==> src/rtl/music_pkg.sv <==
// Shared definitions for the music streamer: player state, step direction and
// default tempo constants used by the top level and by benches.
package music_pkg;

   typedef logic state_t;
   localparam state_t PAUSED  = 1'b0;
   localparam state_t PLAYING = 1'b1;

   typedef logic dir_t;
   localparam dir_t FWD = 1'b0;
   localparam dir_t REV = 1'b1;

   // Beat lengths in 33 MHz clock cycles.
   localparam int unsigned DEF_BEAT_INIT = 1320000;
   localparam int unsigned DEF_BEAT_STEP = 66000;
   localparam int unsigned DEF_BEAT_MIN  = 330000;
   localparam int unsigned DEF_BEAT_MAX  = 3300000;

endpackage

==> src/rtl/music_streamer_tempo_counter.sv <==
// Beat timer: holds the adjustable beat length, counts cycles within a beat
// while running, and flags the terminal cycle of each beat.
module tempo_counter
   import music_pkg::*;
#(
   parameter int unsigned BEAT_W    = 24,
   parameter int unsigned BEAT_INIT = DEF_BEAT_INIT,
   parameter int unsigned BEAT_STEP = DEF_BEAT_STEP,
   parameter int unsigned BEAT_MIN  = DEF_BEAT_MIN,
   parameter int unsigned BEAT_MAX  = DEF_BEAT_MAX
) (
   input  logic clk,
   input  logic rst,
   input  logic run,
   input  logic tempo_up,
   input  logic tempo_down,
   output logic beat_tick
);

   localparam logic [BEAT_W-1:0] LEN_INIT = BEAT_W'(BEAT_INIT);
   localparam logic [BEAT_W-1:0] LEN_STEP = BEAT_W'(BEAT_STEP);
   localparam logic [BEAT_W-1:0] LEN_MIN  = BEAT_W'(BEAT_MIN);
   localparam logic [BEAT_W-1:0] LEN_MAX  = BEAT_W'(BEAT_MAX);

   logic [BEAT_W-1:0] beat_len_q, beat_len_d;
   logic [BEAT_W-1:0] beat_cnt_q, beat_cnt_d;
   logic              terminal;

   // >= rather than == so a freshly shortened beat ends at once instead of wrapping.
   assign terminal  = run && (beat_cnt_q >= beat_len_q - BEAT_W'(1));
   assign beat_tick = terminal;

   always_comb begin
      beat_len_d = beat_len_q;
      if (tempo_up && !tempo_down) begin
         if (beat_len_q < LEN_MIN + LEN_STEP) beat_len_d = LEN_MIN;
         else                                 beat_len_d = beat_len_q - LEN_STEP;
      end else if (tempo_down && !tempo_up) begin
         if (beat_len_q > LEN_MAX - LEN_STEP) beat_len_d = LEN_MAX;
         else                                 beat_len_d = beat_len_q + LEN_STEP;
      end
   end

   always_comb begin
      beat_cnt_d = beat_cnt_q;
      if (terminal) beat_cnt_d = '0;
      else if (run) beat_cnt_d = beat_cnt_q + BEAT_W'(1);
   end

   always_ff @(posedge clk) begin
      if (rst) begin
         beat_len_q <= LEN_INIT;
         beat_cnt_q <= '0;
      end else begin
         beat_len_q <= beat_len_d;
         beat_cnt_q <= beat_cnt_d;
      end
   end

endmodule

==> src/rtl/music_streamer.sv <==
// Note sequencer feeding the piezo tone generator: steps through the note ROM
// one entry per beat and registers the period and enable for the generator.
module music_streamer
   import music_pkg::*;
#(
   parameter int unsigned ADDR_W    = 10,
   parameter int unsigned PERIOD_W  = 24,
   parameter int unsigned BEAT_W    = 24,
   parameter int unsigned BEAT_INIT = DEF_BEAT_INIT,
   parameter int unsigned BEAT_STEP = DEF_BEAT_STEP,
   parameter int unsigned BEAT_MIN  = DEF_BEAT_MIN,
   parameter int unsigned BEAT_MAX  = DEF_BEAT_MAX
) (
   input  logic                clk,
   input  logic                rst,
   input  logic                play_pause,
   input  logic                reverse,
   input  logic                tempo_up,
   input  logic                tempo_down,
   output logic [ADDR_W-1:0]   rom_addr,
   input  logic [PERIOD_W-1:0] rom_data,
   output logic [PERIOD_W-1:0] tone_period,
   output logic                tone_enable,
   output logic [1:0]          status
);

   state_t              state_q, state_d;
   dir_t                dir_q, dir_d;
   logic [ADDR_W-1:0]   addr_q, addr_d;
   logic [PERIOD_W-1:0] period_q;
   logic                enable_q;
   logic                beat_tick;

   tempo_counter #(
      .BEAT_W    (BEAT_W),
      .BEAT_INIT (BEAT_INIT),
      .BEAT_STEP (BEAT_STEP),
      .BEAT_MIN  (BEAT_MIN),
      .BEAT_MAX  (BEAT_MAX)
   ) u_tempo_counter (
      .clk        (clk),
      .rst        (rst),
      .run        (state_q == PLAYING),
      .tempo_up   (tempo_up),
      .tempo_down (tempo_down),
      .beat_tick  (beat_tick)
   );

   // The step taken on a terminal cycle uses the direction held before any
   // coincident reverse pulse; wrap-around falls out of the modulo arithmetic.
   always_comb begin
      state_d = state_q;
      if (play_pause) state_d = (state_q == PLAYING) ? PAUSED : PLAYING;
      dir_d = reverse ? ((dir_q == REV) ? FWD : REV) : dir_q;
      addr_d = addr_q;
      if (beat_tick) begin
         if (dir_q == REV) addr_d = addr_q - ADDR_W'(1);
         else              addr_d = addr_q + ADDR_W'(1);
      end
   end

   always_ff @(posedge clk) begin
      if (rst) begin
         state_q  <= PAUSED;
         dir_q    <= FWD;
         addr_q   <= '0;
         period_q <= '0;
         enable_q <= 1'b0;
      end else begin
         state_q  <= state_d;
         dir_q    <= dir_d;
         addr_q   <= addr_d;
         period_q <= rom_data;
         enable_q <= (state_q == PLAYING) && (rom_data != '0);
      end
   end

   assign rom_addr    = addr_q;
   assign tone_period = period_q;
   assign tone_enable = enable_q;
   assign status      = {dir_q == REV, state_q == PLAYING};

endmodule

==> config.mk <==
export PLATFORM = sky130hd
export DESIGN_NAME = music_streamer
export DESIGN_NICKNAME = d
export VERILOG_FILES = /design/src/rtl/music_pkg.sv /design/src/rtl/music_streamer_tempo_counter.sv /design/src/rtl/music_streamer.sv
export SDC_FILE = /design/constraint.sdc
export NUM_CORES = 1
export LEC_CHECK = 0
export CAP_MARGIN = 15
export CORE_ASPECT_RATIO = 1.5
export CORE_UTILIZATION = 60
export DETAILED_ROUTE_END_ITERATION = 8
export HOLD_SLACK_MARGIN = 0.03
export PLACE_DENSITY = 0.83
export SLEW_MARGIN = 20
export SYNTH_ARGS = -nofsm -noshare
export SYNTH_HDL_FRONTEND = slang
export SYNTH_SLANG_ARGS = --single-unit
==> constraint.sdc <==
create_clock -name clk -period 10.98 [get_ports clk]
set_input_delay 2.196 -clock clk [delete_from_list [all_inputs] [get_ports clk]]
set_output_delay 2.196 -clock clk [all_outputs]
set_load 0.005 [all_outputs]
# Word-level counts from Yosys, hierarchy flattened
# Index checks and enable logic that the tools add are counted.
[classes] mux=7 n_addsub=6 n_reduce_logical=9 magnitude_cmp=3
[ops] op="$mux W24" count=4
[ops] op="$add A24 B1 Y24 const B" count=1
[ops] op="$add A24 B17 Y24 const B" count=1
[ops] op="$ge A24 B24 Y1" count=1
[ops] op="$gt A24 B22 Y1 const B" count=1
[ops] op="$lt A24 B19 Y1 const B" count=1
[ops] op="$reduce_bool A24 Y1" count=1
[ops] op="$sub A24 B1 Y24 const B" count=1
[ops] op="$sub A24 B17 Y24 const B" count=1
[ops] op="$add A10 B1 Y10 const B" count=1
[ops] op="$mux W10" count=1
[ops] op="$sub A10 B1 Y10 const B" count=1
[ops] op="$logic_and A1 B1 Y1" count=4
[ops] op="$logic_not A1 Y1" count=2
[ops] op="$mux W1" count=2
[ops] op="$reduce_bool A2 Y1" count=1
[ops] op="$reduce_or A2 Y1" count=1
[totals] ff_bits=85 inputBits=30 wordCells=32

# Depth between registers and ports, before layout
# Gate-level depths: netlist of run 1.
[logic_depth] depth_word=4 depth_mapped=17

# Hierarchy
# A second synthesis of run 1 with hierarchy kept.
[unflattened] hier_cells=628 area_unflattened_um2=5226.3
[modules_own_cells] mod="tempo_counter" cells_per_inst=461 area_each_um2=3582.2 instances=1
[modules_own_cells] mod="music_streamer" cells_per_inst=167 area_each_um2=1644.1 instances=1

# Worst setup path after synthesis of run 1
# Ideal clock, no wire load.
[synth_timing] path_type="reg2reg" from="register u_tempo_counter.beat_len_q[13]" to="register addr_q[1] (netlist: rom_addr[1])" path_stages_with_launch=17 t_arrival_ns=3.526 synth_period_minus_slack_ns=3.597 path_slack_ns=7.383 setup_ns=0.071 cell_sequence="dfxtp_1 buf_6 or4_4 or2_0 buf_2 nor3_1 nand2_1 xor2_1 ha_1 nand2_1 o21ai_0 a21oi_1 a211oi_1 o21ai_0 buf_2 or2_2 a21oi_1"
[synth_between] elab_chain_cells=3
[synth_rtl] item="start, declared" line="music_streamer_tempo_counter.sv:25" text="logic [BEAT_W-1:0] beat_len_q, beat_len_d;"
[synth_rtl] item="start signal, assigned" line="music_streamer_tempo_counter.sv:55" text="beat_len_q <= beat_len_d;"
[synth_rtl] item="$sub A24 B1 Y24" line="music_streamer_tempo_counter.sv:30" text="assign terminal = run && (beat_cnt_q >= beat_len_q - BEAT_W'(1));"
[synth_rtl] item="$ge A24 B24 Y1" line="music_streamer_tempo_counter.sv:30"
[synth_rtl] item="$logic_and A1 B1 Y1" line="music_streamer_tempo_counter.sv:30"
[synth_rtl] item="end signal, assigned" line="music_streamer.sv:72" text="addr_q <= addr_d;"
[synth_rtl] item="end, declared" line="music_streamer.sv:29" text="logic [ADDR_W-1:0] addr_q, addr_d;"
# No other way between the ends.
# A chain may end at the register's enable or synchronous reset.

# Final worst setup path of run 1
[layout_timing] from="input port tempo_up" to="register u_tempo_counter.beat_len_q[10]"
[layout_between] elab_chain_cells=3 elab_cells_between_ends=5
[layout_rtl] item="start, declared" line="music_streamer.sv:18" text="input logic tempo_up,"
[layout_rtl] item="$logic_not A1 Y1" line="music_streamer_tempo_counter.sv:38" text="end else if (tempo_down && !tempo_up) begin"
[layout_rtl] item="$logic_and A1 B1 Y1" line="music_streamer_tempo_counter.sv:38"
[layout_rtl] item="$reduce_bool A2 Y1 (no source line)"
# Several ways; a longest one is shown, not always the timed one.

==> summary.log, run 1 <==
qor: die.die_width 77.9 um
qor: finish.register_area 1620 um^2
qor: die.core_region_area 8410 um^2
qor: placed_design.sum_of_net_half_perimeters_after_detailed_placement 9580 um
qor: critical_path.path_buf_inv 1
qor: routing.drt-wirelength-per-cell 17.4 um
qor: routing.number_of_drc_markers_after_the_initial_detailed_route_iteration 334
qor: global_routing.grt_first_pass_wirelength 21700 um
qor: clock_network.post_cts_resize_count 0
qor: die.rows 41
qor: critical_path.timing.critical_path.arrival 4.80 ns
qor: routing.wl 13300 um
qor: synth.synth_cells 612
qor: routing.drt_pass1_iterations 5
qor: global_routing.globalRouteTotalUtil 30.5%
qor: critical_path.critPathTopFamily simple AND/OR/NAND/NOR gates
qor: die.die_area 9030 um^2
qor: critical_path.crit_fanout 25
qor: critical_path.crit_path_start tempo_up
qor: clock_network.clk_transition_reported_paths 0.06 ns
qor: clock_network.postCtsHoldBufs 0
qor: synth.ys_dominant_reg_cell sky130_fd_sc_hd__dfxtp_1
qor: critical_path.reg_to_reg_startpoint u_tempo_counter.beat_len_q[9]
qor: finish.most-common-layout-cells 81 x sky130_fd_sc_hd__dfxtp_1, 68 x sky130_fd_sc_hd__nor2_1, 65 x sky130_fd_sc_hd__clkdlybuf4s50_1, 39 x sky130_fd_sc_hd__nand2_1, 35 x sky130_fd_sc_hd__ha_1
qor: synth.syn-num-nets 678
qor: placed_design.buffer_ports.inserted 66
qor: routing.num_vias 4767
qor: critical_path.cp-start-kind input port
qor: placed_design.place_congestion 0.985
qor: clock_network.tritoncts built
qor: sta.totalNegativeSetupSlack 0 ns
qor: sta.max_clock_freq 220 MHz
qor: global_routing.grt_overflow_total 0
qor: clock_network.clock_sink_count 81
qor: sta.rsz0062_at_grt false
qor: critical_path.crit_chain clkdlybuf4s50_1 > ha_1 > nand2_1 > nor2_1 > a221oi_1 > o21ai_0
qor: synth.syn_avg_cell_area 8.48 um^2
qor: synth.synth_area 5190 um^2
qor: clock_network.clk_root_buffer_cell sky130_fd_sc_hd__clkbuf_16
qor: sta.period_share 41.3%
qor: sta.worst_slew_pin_slew 0.964 ns
qor: placed_design.post_dp_cell_area 5720 um^2
qor: sta.period_minus_slack 4.54 ns
qor: die.initial_utilization 61.7%
qor: die.die-height 116 um
qor: run_status.run_status finished clean
qor: finish.area_delta_synth_final 15.7%
qor: finish.layout.nets 716
qor: run.maxCapViolations 0
qor: worst_hold_path.hold_class register to register
qor: synth.synth.yosys.warnings 0
qor: finish.antenna_cells_inserted 0
qor: clock_network.clockBufferDepth 2
qor: critical_path.max_stage_delay 0.71 ns
qor: synth.number_of_enable_flip_flop_cells_after_synthesis 0
qor: global_routing.grt_pass1_vias 4687
qor: clock_network.cts.repair_timing.setup_buffer_count 0
qor: sta.setup_skew_after_layout 0.0118 ns
qor: worst_hold_path.worstHoldStart u_tempo_counter.beat_cnt_q[23]
qor: clock_network.cts_max_level 3
qor: die.ios 67
qor: finish.drive_above_1_share 5.65%
qor: sta.slew_violations 0
qor: global_routing.grt_max_degree 52
qor: routing.final_antenna_net_count 0
qor: synth.postSynth.asyncResetShare 0%
qor: finish.fill_cells 659
qor: finish.layout_commonest_cell sky130_fd_sc_hd__dfxtp_1
qor: critical_path.setup_crit_end_kind register
qor: critical_path.cp_slowest_cell sky130_fd_sc_hd__ha_1
qor: routing.vias_per_cell 6.26
qor: finish.finalInstanceArea 6010 um^2
qor: pwr.power.density_cell_area 132 nW/um^2
qor: clock_network.cts-buffers-inserted 9
qor: pwr.max-vdd-ir-drop 0.114 mV
qor: pwr.p_leak 0.00234 uW
qor: finish.area_taken_by_multi_input_logic_gates 3260 um^2
qor: sta.timing_hold_violations_final 0
qor: sta.worst_slew_margin_rel 35.8%
qor: routing.route.detailed.drc 0
qor: critical_path.criticalPathCategory input port to register
qor: synth.synth.lib_cells_used.distinct 79
qor: clock_network.clk_latency 0.35 ns
qor: critical_path.worst-endpoint-required 11.24 ns
qor: synth.sequential_fraction_of_the_synthesis_area 31.2%
qor: sta.endpoints_failing_setup 0
qor: global_routing.number_of_antenna_violations_at_the_first_check_in_global_routing 0
qor: synth.synth-seq-cells 81
[stage by stage]
step / hold WS (ns) / setup WS (ns) / cells / total power, uW / utilization [%]
global route: 0.541 / 6.06 / 762 / 823 / 71.4
finish: 0.523 / 6.44 / 762 / 790 / 71.4
floorplan: 0.458 / 7.38 / 612 / 457 / -
CTS: 0.514 / 6.11 / 762 / 789 / 71.3
detailed placement: 0.505 / 6.13 / 746 / 500 / 67.9
global placement: 0.497 / 6.23 / 746 / 494 / 67.9
[registers in the layout, summed over array words and instances, names as in the netlist]
name	count
state_q	1
rom_addr	10
tone_enable	1
tone_period	24
u_tempo_counter.beat_len_q	20
dir_q	1
u_tempo_counter.beat_cnt_q	24
[synthesized netlist by cell type, types with 8 or more instances]
cell,instances,area share (%)
sky130_fd_sc_hd__nand2_1,39,2.8
sky130_fd_sc_hd__xor2_1,26,4.4
sky130_fd_sc_hd__o21ai_0,28,2.7
sky130_fd_sc_hd__a31oi_1,8,0.96
sky130_fd_sc_hd__nand3_1,20,1.9
sky130_fd_sc_hd__nor4_1,8,0.96
sky130_fd_sc_hd__dfxtp_1,81,31
sky130_fd_sc_hd__and3_1,8,0.96
sky130_fd_sc_hd__nor2b_1,33,4.0
sky130_fd_sc_hd__buf_2,9,0.87
sky130_fd_sc_hd__clkbuf_1,17,1.2
sky130_fd_sc_hd__a21oi_1,31,3.0
sky130_fd_sc_hd__nor3_1,25,2.4
sky130_fd_sc_hd__nand4_1,13,1.6
sky130_fd_sc_hd__ha_1,35,8.4
sky130_fd_sc_hd__xnor2_1,31,5.2
sky130_fd_sc_hd__nor2_1,68,4.9
sky130_fd_sc_hd__inv_1,12,0.87
sky130_fd_sc_hd__mux2i_1,10,1.9
[layout make-up]
type	count	area share, %
clock inverters	6	0.792
flip-flops and latches	81	27.0
inverters	13	0.812
well taps	107	2.23
repair buffers	66	10.9
clock buffers	10	3.98
multi-input cells	479	54.3
[cells by family after synthesis]
| group | count (synthesis) | synth area share, % |
|---|---|---|
| buffers and inverters | 52 | 6.03 |
| DFF | 81 | 31.2 |
| muxes | 11 | 2.15 |
| xor gates and xnor gates | 57 | 9.62 |
| and+or+nand+nor | 249 | 25.3 |
| adders and majority gates | 36 | 8.82 |
| AOI/OAI and AO/OA | 126 | 16.8 |
[metal layers]
metal	track usage [%]	wire [um]	share of wire (%)	up-vias
met5	0	0	0	-
met4	19.3	673	5.1	0
met3	6.93	892	6.7	57
met2	55.8	6750	51	225
met1	31.4	4950	37	2208
li1	-	-	-	2277
[worst paths after layout]
| path | end | slack, ns | depth (start not counted) |
|---|---|---|---|
| max | u_tempo_counter.beat_len_q[10] | 6.44 | 6 |
| max reg2reg | u_tempo_counter.beat_cnt_q[20] | 6.47 | 13 |
| min | u_tempo_counter.beat_cnt_q[23] | 0.52 | 2 |
| min reg2reg | u_tempo_counter.beat_cnt_q[23] | 0.52 | 2 |
[report_power, final]
| group | leakage [uW] | switching, uW | internal (uW) | total (uW) |
|---|---|---|---|---|
| clock | 0.000140 | 130 | 162 | 292 |
| combinational | 0.00154 | 84.5 | 72.0 | 156 |
| sequential | 0.000664 | 34.3 | 308 | 342 |
[worst min-delay path, delay by kind of cell, from the launching register on]
kind / cells / cell delay, ns
xor gates and xnor gates: 1 / 0.07
DFF: 1 / 0.35
and+or+nand+nor: 1 / 0.07
Note: power is estimated with default switching activity, not from simulation.
==> run 2: changes to the inputs <==
--- a/config.mk
+++ b/config.mk
@@ -7,10 +7,10 @@
 export LEC_CHECK = 0
 export CAP_MARGIN = 15
 export CORE_ASPECT_RATIO = 1.5
-export CORE_UTILIZATION = 60
+export CORE_UTILIZATION = 56
 export DETAILED_ROUTE_END_ITERATION = 8
 export HOLD_SLACK_MARGIN = 0.03
-export PLACE_DENSITY = 0.83
+export PLACE_DENSITY = 0.78
 export SLEW_MARGIN = 20
 export SYNTH_ARGS = -nofsm -noshare
 export SYNTH_HDL_FRONTEND = slang
==> constraint.sdc (replaced) <==
create_clock -name clk -period 4.5 [get_ports clk]
set_input_delay 0.9 -clock clk [delete_from_list [all_inputs] [get_ports clk]]
set_output_delay 0.9 -clock clk [all_outputs]
set_load 0.005 [all_outputs]
==> run 2 against run 1 <==
Against the previous run: via count up 0.73%; sequential power up 140%; routed wire length down 0.41%; combinational power rose to 2.6 times the previous value.
==> summary.log, run 2 (synthesis results as in run 1) <==
qor: die.die_width 80.6 um [was 77.9 um]
qor: die.core_region_area 8930 um^2 [was 8410 um^2]
qor: die.die-height 120 um [was 116 um]
qor: critical_path.worst-endpoint-required 4.73 ns [was 11.24 ns]
qor: global_routing.number_of_antenna_violations_at_the_first_check_in_global_routing 0 [unchanged]
qor: routing.final_antenna_net_count 0 [unchanged]
qor: sta.totalNegativeSetupSlack 0 ns [unchanged]
qor: routing.wl 13200 um [was 13300 um]
qor: worst_hold_path.whs_endpoint u_tempo_counter.beat_len_q[23] [was u_tempo_counter.beat_cnt_q[23]]
qor: clock_network.cts-buffers-inserted 9 [unchanged]
qor: critical_path.crit_fanout 13 [was 25]
qor: critical_path.crit_chain or3_1 > or2_0 > nor3_2 > nand2_1 > xor2_1 > ha_1 > nand2_1 > o21ai_0 > a21oi_1 > a211oi_1 > o21ai_1 > buf_4 > a21oi_1 > mux2_2 [was clkdlybuf4s50_1 > ha_1 > nand2_1 > nor2_1 > a221oi_1 > o21ai_0]
qor: finish.drive_above_1_share 7.21% [was 5.65%]
qor: global_routing.grt_pass1_vias 4634 [was 4687]
qor: critical_path.criticalPathCategory register to register [was input port to register]
qor: pwr.power_frac_comb 20.8% [was 19.8%]
qor: placed_design.sum_of_net_half_perimeters_after_detailed_placement 9750 um [was 9580 um]
qor: clock_network.clk_transition_reported_paths 0.07 ns [was 0.06 ns]
qor: critical_path.max_stage_delay 0.50 ns [was 0.71 ns]
qor: clock_network.clk_latency 0.35 ns [about the same]
qor: placed_design.buffer_ports.inserted 66 [unchanged]
qor: worst_hold_path.hold_class register to register [unchanged]
qor: run.maxCapViolations 0 [unchanged]
qor: critical_path.setup_crit_end_kind register [unchanged]
qor: worst_hold_path.worstHoldStart u_tempo_counter.beat_len_q[23] [was u_tempo_counter.beat_cnt_q[23]]
qor: clock_network.clk_root_buffer_cell sky130_fd_sc_hd__clkbuf_16 [unchanged]
qor: critical_path.critPathTopFamily simple AND/OR/NAND/NOR gates [unchanged]
qor: sta.worst_slew_pin_slew 1.04 ns [was 0.964 ns]
qor: critical_path.rrSetupSlack 0.46 ns [was 6.47 ns]
qor: clock_network.postCtsHoldBufs 0 [unchanged]
qor: finish.layout.nets 727 [was 716]
qor: routing.drt-wirelength-per-cell 17.0 um [was 17.4 um]
qor: finish.antenna_cells_inserted 0 [unchanged]
qor: finish.layout_commonest_cell sky130_fd_sc_hd__dfxtp_1 [unchanged]
qor: critical_path.cp-start-kind register [was input port]
qor: sta.setup_skew_after_layout 0.0114 ns [was 0.0118 ns]
qor: global_routing.grt_first_pass_wirelength 21600 um [was 21700 um]
qor: sta.rsz0062_at_grt false [unchanged]
qor: clock_network.cts.repair_timing.setup_buffer_count 0 [unchanged]
qor: clock_network.clock_sink_count 81 [unchanged]
qor: routing.number_of_drc_markers_after_the_initial_detailed_route_iteration 314 [was 334]
qor: die.rows 42 [was 41]
qor: finish.most-common-layout-cells 81 x sky130_fd_sc_hd__dfxtp_1, 68 x sky130_fd_sc_hd__nor2_1, 65 x sky130_fd_sc_hd__clkdlybuf4s50_1, 39 x sky130_fd_sc_hd__nand2_1, 35 x sky130_fd_sc_hd__ha_1 [unchanged]
qor: finish.fill_cells 748 [was 659]
qor: sta.max_clock_freq 247 MHz
qor: placed_design.dp_slack 0.352 ns [was 6.13 ns]
qor: pwr.max-vdd-ir-drop 0.326 mV [was 0.114 mV]
qor: worst_hold_path.hold_path_depth 1 [was 2]
qor: pwr.clkPwrFrac 38.1% [was 36.9%]
qor: die.ios 67 [unchanged]
qor: pwr.power_switching 608 uW [was 249 uW]
qor: global_routing.grt_max_degree 52 [unchanged]
qor: global_routing.globalRouteTotalUtil 28.9% [was 30.5%]
qor: finish.finalCoreUtilization 68.4% [was 71.4%]
qor: placed_design.place_congestion 0.907 [was 0.985]
qor: die.die_area 9660 um^2 [was 9030 um^2]
qor: clock_network.tritoncts built [unchanged]
qor: sta.slew_violations 0 [unchanged]
qor: routing.route.detailed.drc 0 [unchanged]
qor: sta.period_share 89.9%
qor: global_routing.grt_overflow_total 0 [unchanged]
qor: critical_path.cp_slowest_cell sky130_fd_sc_hd__or3_1 [was sky130_fd_sc_hd__ha_1]
qor: pwr.intPower 1370 uW [was 542 uW]
qor: sta.endpoints_failing_setup 0 [unchanged]
qor: critical_path.path_buf_inv 1 [unchanged]
qor: sta.timing.final.ws_setup 0.456 ns [was 6.44 ns]
qor: pwr.pwr-share-seq 41.1% [was 43.3%]
qor: sta.worst_slew_margin_rel 30.3% [was 35.8%]
qor: finish.area_delta_synth_final 17.7% [was 15.7%]
qor: sta.period_minus_slack 4.04 ns
qor: run_status.run_status finished clean [unchanged]
qor: clock_network.cts_max_level 3 [unchanged]
qor: critical_path.reg_to_reg_startpoint u_tempo_counter.beat_len_q[10] [was u_tempo_counter.beat_len_q[9]]
qor: routing.num_vias 4802 [was 4767]
qor: critical_path.worstReg2RegEnd rom_addr[9] [was u_tempo_counter.beat_cnt_q[20]]
qor: routing.vias_per_cell 6.19 [was 6.26]
qor: critical_path.count_of_cells_along_the_worst_register_to_register_path 14 [was 13]
qor: die.initial_utilization 58.1% [was 61.7%]
qor: pwr.p_leak 0.00240 uW [was 0.00234 uW]
qor: sta.timing_hold_violations_final 0 [unchanged]
qor: critical_path.timing.critical_path.arrival 4.28 ns [was 4.80 ns]
qor: routing.drt_pass1_iterations 5 [unchanged]
qor: pwr.p_sw_share 30.7% [was 31.5%]
qor: clock_network.clockBufferDepth 2 [unchanged]
qor: pwr.power.density_cell_area 324 nW/um^2 [was 132 nW/um^2]
==> run 2: cell types whose count changed in the layout (fill, tap and decap cells not counted), sizes merged <==
cell	delta
clkbuf	-1
inv	-1
buf	+11
bufinv	+1
clkinv	+1
==> run 2: power groups by stage <==
stage                     sequential [uW]  clock, uW  combinational [uW]
final                                 813        755                 412
after global routing                  818        785                 451
after CTS                             811        759                 409
after detailed placement              827          0                 406
after global placement                825          0                 394
after floorplan                       790          0                 325
==> run 2: cell type report <==
class	count	area, um^2	share of cell area [%]
Clock buffer	9	225	3.69
Clock inverter	7	77.6	1.27
Inverter	13	48.8	0.799
Multi-Input combinational cell	479	3260	53.4
Sequential cell	81	1620	26.5
Tap cell	110	138	2.25
Timing Repair Buffer	77	738	12.1
==> run 2: worst max path at each step <==
stage	start	end	depth (start not counted)
floorplan	u_tempo_counter.beat_len_q[13]	rom_addr[1]	16
global placement	u_tempo_counter.beat_len_q[13]	rom_addr[9]	14
detailed placement	u_tempo_counter.beat_len_q[10]	rom_addr[9]	14
CTS	u_tempo_counter.beat_len_q[10]	u_tempo_counter.beat_cnt_q[13]	13
global route	u_tempo_counter.beat_len_q[10]	u_tempo_counter.beat_cnt_q[13]	13
finish	u_tempo_counter.beat_len_q[10]	rom_addr[9]	14
==> run 2: per-layer routing <==
metal,part of all wire [%],wire (um),vias up,global-route usage [%]
li1,-,-,2298,-
met1,37,4860,2260,30.3
met2,52,6830,189,50.3
met3,6.6,868,55,7.00
met4,4.9,649,0,18.0
met5,0,0,-,0
==> run 2: per-stage QoR <==
stage          hold slack, ns  instance area (um^2)  total power (uW)  cells
2_1_floorplan           0.458                  5190              1110    612
3_3_place_gp            0.493                  5800              1220    760
3_5_place_dp            0.498                  5800              1230    760
4_1_cts                 0.508                  6100              1980    776
5_1_grt                 0.512                  6110              2050    776
6_report                0.503                  6110              1980    776
==> run 2: repair_timing <==
item / in CTS / in global routing
gates resized for setup: 0 / 1
hold endpoints to repair: 0 / 0
endpoints found under the setup margin: 0 / 22
==> run 3: changes to the inputs <==
--- a/config.mk
+++ b/config.mk
@@ -9,6 +9,7 @@
 export CORE_ASPECT_RATIO = 1.5
 export CORE_UTILIZATION = 56
 export DETAILED_ROUTE_END_ITERATION = 8
+export GPL_ROUTABILITY_DRIVEN = 0
 export HOLD_SLACK_MARGIN = 0.03
 export PLACE_DENSITY = 0.78
 export SLEW_MARGIN = 20
==> run 3 against run 2 <==
Against the previous run: via count rose by 1.5%; register-to-register slack got worse by 0.20 ns; final area rose by 0.10%; critical path depth did not move; die area did not move; critical endpoint unchanged.
==> summary.log, run 3 (synthesis results as in run 1) <==
qor: pwr.intPower 1390 uW [was 1370 uW]
qor: worst_hold_path.worstHoldStart u_tempo_counter.beat_len_q[23] [unchanged]
qor: sta.worst_slew_margin_rel 48.6% [was 30.3%]
qor: placed_design.buffer_ports.inserted 66 [unchanged]
qor: clock_network.clk_latency 0.34 ns [was 0.35 ns]
qor: finish.area_taken_by_multi_input_logic_gates 3260 um^2 [about the same]
qor: critical_path.crit_fanout 13 [unchanged]
qor: run_status.run_status finished clean [unchanged]
qor: critical_path.count_of_cells_along_the_worst_register_to_register_path 14 [unchanged]
qor: clock_network.cts-buffers-inserted 9 [unchanged]
qor: routing.drt-wirelength-per-cell 17.6 um [was 17.0 um]
qor: die.initial_utilization 58.1% [unchanged]
qor: finish.antenna_cells_inserted 0 [unchanged]
qor: pwr.power_frac_comb 20.8% [about the same]
qor: finish.register_area 1620 um^2 [unchanged]
qor: pwr.p_sw_share 30.7% [about the same]
qor: critical_path.max_stage_delay 0.52 ns [was 0.50 ns]
qor: critical_path.rrSetupSlack 0.25 ns [was 0.46 ns]
qor: sta.max_clock_freq 235 MHz [was 247 MHz]
qor: global_routing.number_of_antenna_violations_at_the_first_check_in_global_routing 0 [unchanged]
qor: die.core_region_area 8930 um^2 [unchanged]
qor: worst_hold_path.hold_class register to register [unchanged]
qor: worst_hold_path.hold_path_depth 1 [unchanged]
qor: sta.setup_skew_after_layout 0.00915 ns [was 0.0114 ns]
qor: critical_path.criticalPathCategory register to register [unchanged]
qor: pwr.max-vdd-ir-drop 0.265 mV [was 0.326 mV]
qor: routing.num_vias 4875 [was 4802]
qor: sta.period_share 94.4% [was 89.9%]
qor: routing.vias_per_cell 6.28 [was 6.19]
qor: critical_path.cp-start-kind register [unchanged]
qor: global_routing.grt_max_degree 51 [was 52]
qor: pwr.total_power 2010 uW [was 1980 uW]
qor: global_routing.grt_overflow_total 0 [unchanged]
qor: critical_path.crit_chain or3_1 > or2_0 > nor3_1 > nand2_1 > xor2_1 > ha_1 > nand2_1 > o21ai_0 > a21oi_1 > a211oi_1 > o21ai_1 > buf_4 > a21oi_1 > mux2_2 [was or3_1 > or2_0 > nor3_2 > nand2_1 > xor2_1 > ha_1 > nand2_1 > o21ai_0 > a21oi_1 > a211oi_1 > o21ai_1 > buf_4 > a21oi_1 > mux2_2]
qor: critical_path.setup_crit_end_kind register [unchanged]
qor: clock_network.clockBufferDepth 2 [unchanged]
qor: finish.layout.nets 727 [unchanged]
qor: global_routing.grt_pass1_vias 4917 [was 4634]
qor: critical_path.critPathTopFamily simple AND/OR/NAND/NOR gates [unchanged]
qor: critical_path.crit_path_start u_tempo_counter.beat_len_q[10] [unchanged]
qor: critical_path.worst-endpoint-required 4.73 ns [about the same]
qor: pwr.clkPwrFrac 38.6% [was 38.1%]
qor: clock_network.tritoncts built [unchanged]
qor: sta.endpoints_failing_setup 0 [unchanged]
qor: run.maxCapViolations 0 [unchanged]
qor: placed_design.sum_of_net_half_perimeters_after_detailed_placement 9880 um [was 9750 um]
qor: clock_network.clock_sink_count 81 [unchanged]
qor: sta.slew_violations 0 [unchanged]
qor: critical_path.timing.critical_path.arrival 4.48 ns [was 4.28 ns]
qor: finish.area_delta_synth_final 17.8% [was 17.7%]
qor: clock_network.clk_transition_reported_paths 0.06 ns [was 0.07 ns]
qor: die.rows 42 [unchanged]
qor: finish.most-common-layout-cells 81 x sky130_fd_sc_hd__dfxtp_1, 68 x sky130_fd_sc_hd__nor2_1, 65 x sky130_fd_sc_hd__clkdlybuf4s50_1, 38 x sky130_fd_sc_hd__nand2_1, 35 x sky130_fd_sc_hd__ha_1 [was 81 x sky130_fd_sc_hd__dfxtp_1, 68 x sky130_fd_sc_hd__nor2_1, 65 x sky130_fd_sc_hd__clkdlybuf4s50_1, 39 x sky130_fd_sc_hd__nand2_1, 35 x sky130_fd_sc_hd__ha_1]
qor: pwr.p_leak 0.00240 uW [about the same]
qor: pwr.power_switching 617 uW [was 608 uW]
qor: critical_path.reg_to_reg_startpoint u_tempo_counter.beat_len_q[10] [unchanged]
qor: placed_design.place.detailed.instances 760 [unchanged]
qor: critical_path.cp_slowest_cell sky130_fd_sc_hd__or3_1 [unchanged]
qor: finish.layout_commonest_cell sky130_fd_sc_hd__dfxtp_1 [unchanged]
qor: critical_path.crit_cells 14 [unchanged]
qor: routing.route.detailed.drc 0 [unchanged]
qor: clock_network.cts_max_level 3 [unchanged]
qor: routing.drt_pass1_iterations 6 [was 5]
qor: sta.period_minus_slack 4.25 ns [was 4.04 ns]
qor: critical_path.path_buf_inv 1 [unchanged]
qor: global_routing.globalRouteTotalUtil 29.8% [was 28.9%]
qor: sta.timing_hold_violations_final 0 [unchanged]
qor: routing.final_antenna_net_count 0 [unchanged]
qor: sta.worst_slew_pin_slew 0.765 ns [was 1.04 ns]
qor: die.die_width 80.6 um [unchanged]
qor: global_routing.grt_first_pass_wirelength 22300 um [was 21600 um]
qor: finish.final_instance_count_excl_fillers 776 [unchanged]
qor: die.die-height 120 um [unchanged]
qor: clock_network.clk_root_buffer_cell sky130_fd_sc_hd__clkbuf_16 [unchanged]
qor: die.ios 67 [unchanged]
qor: routing.number_of_drc_markers_after_the_initial_detailed_route_iteration 423 [was 314]
qor: routing.wl 13700 um [was 13200 um]
qor: pwr.power.density_cell_area 328 nW/um^2 [was 324 nW/um^2]
qor: finish.fill_cells 765 [was 748]
qor: pwr.pwr-share-seq 40.6% [was 41.1%]
qor: die.die_area 9660 um^2 [unchanged]
qor: finish.drive_above_1_share 7.21% [unchanged]
[run 3: changes by cell type in the layout (fill, tap and decap cells not counted), sizes merged]
| cell | before | now |
|---|---|---|
| clkinv | 4 | 2 |
| clkbuf | 9 | 10 |
| inv | 14 | 15 |
[run 3: metrics by stage]
| step | util (%) | area, um^2 | worst slack, ns | TNS (ns) | hold WS, ns |
|---|---|---|---|---|---|
| 6_report | 68.5 | 6120 | 0.253 | 0 | 0.532 |
| 5_1_grt | 68.5 | 6120 | -0.0443 | -0.0443 | 0.528 |
| 4_1_cts | 68.4 | 6110 | 0.354 | 0 | 0.511 |
| 3_5_place_dp | 64.9 | 5800 | 0.377 | 0 | 0.503 |
| 3_3_place_gp | 64.9 | 5800 | 0.520 | 0 | 0.492 |
| 2_1_floorplan | - | 5190 | 0.903 | 0 | 0.458 |
[run 3: timing repair]
item                                    in CTS  in global routing
endpoints found under the hold margin        0                  0
endpoints found under the setup margin       0                  4
setup buffers                                0                  0
hold buffers                                 0                  0
gates resized for setup                      0                  1
[run 3: power groups by stage]
stage / Sequential, uW / Clock, uW / Combinational (uW)
3_3_place_gp: 825 / 0 / 394
4_1_cts: 812 / 779 / 411
6_report: 814 / 774 / 417
5_1_grt: 818 / 810 / 453
2_1_floorplan: 790 / 0 / 325
3_5_place_dp: 827 / 0 / 407
[run 3: layer usage]
metal	routed length (um)	vias up	GRT usage, %
met3	978	66	6.84
met4	730	0	19.8
li1	-	2291	-
met5	0	-	0
met1	4960	2296	31.3
met2	7000	222	51.7
[run 3: path summary, 6_finish.rpt]
path / to
worst max-delay path: rom_addr[9]
worst min-delay path: u_tempo_counter.beat_len_q[23]
worst max register to register: rom_addr[9]
worst min register to register: u_tempo_counter.beat_len_q[23]
[run 3: final cells by class]
type | count | share of cell area [%]
flip-flops and latches | 81 | 26.5
clock inverters | 6 | 1.19
multi-input cells | 479 | 53.3
clock buffers | 10 | 3.91
repair buffers | 77 | 12.1
well taps | 110 | 2.25
inverters | 13 | 0.798
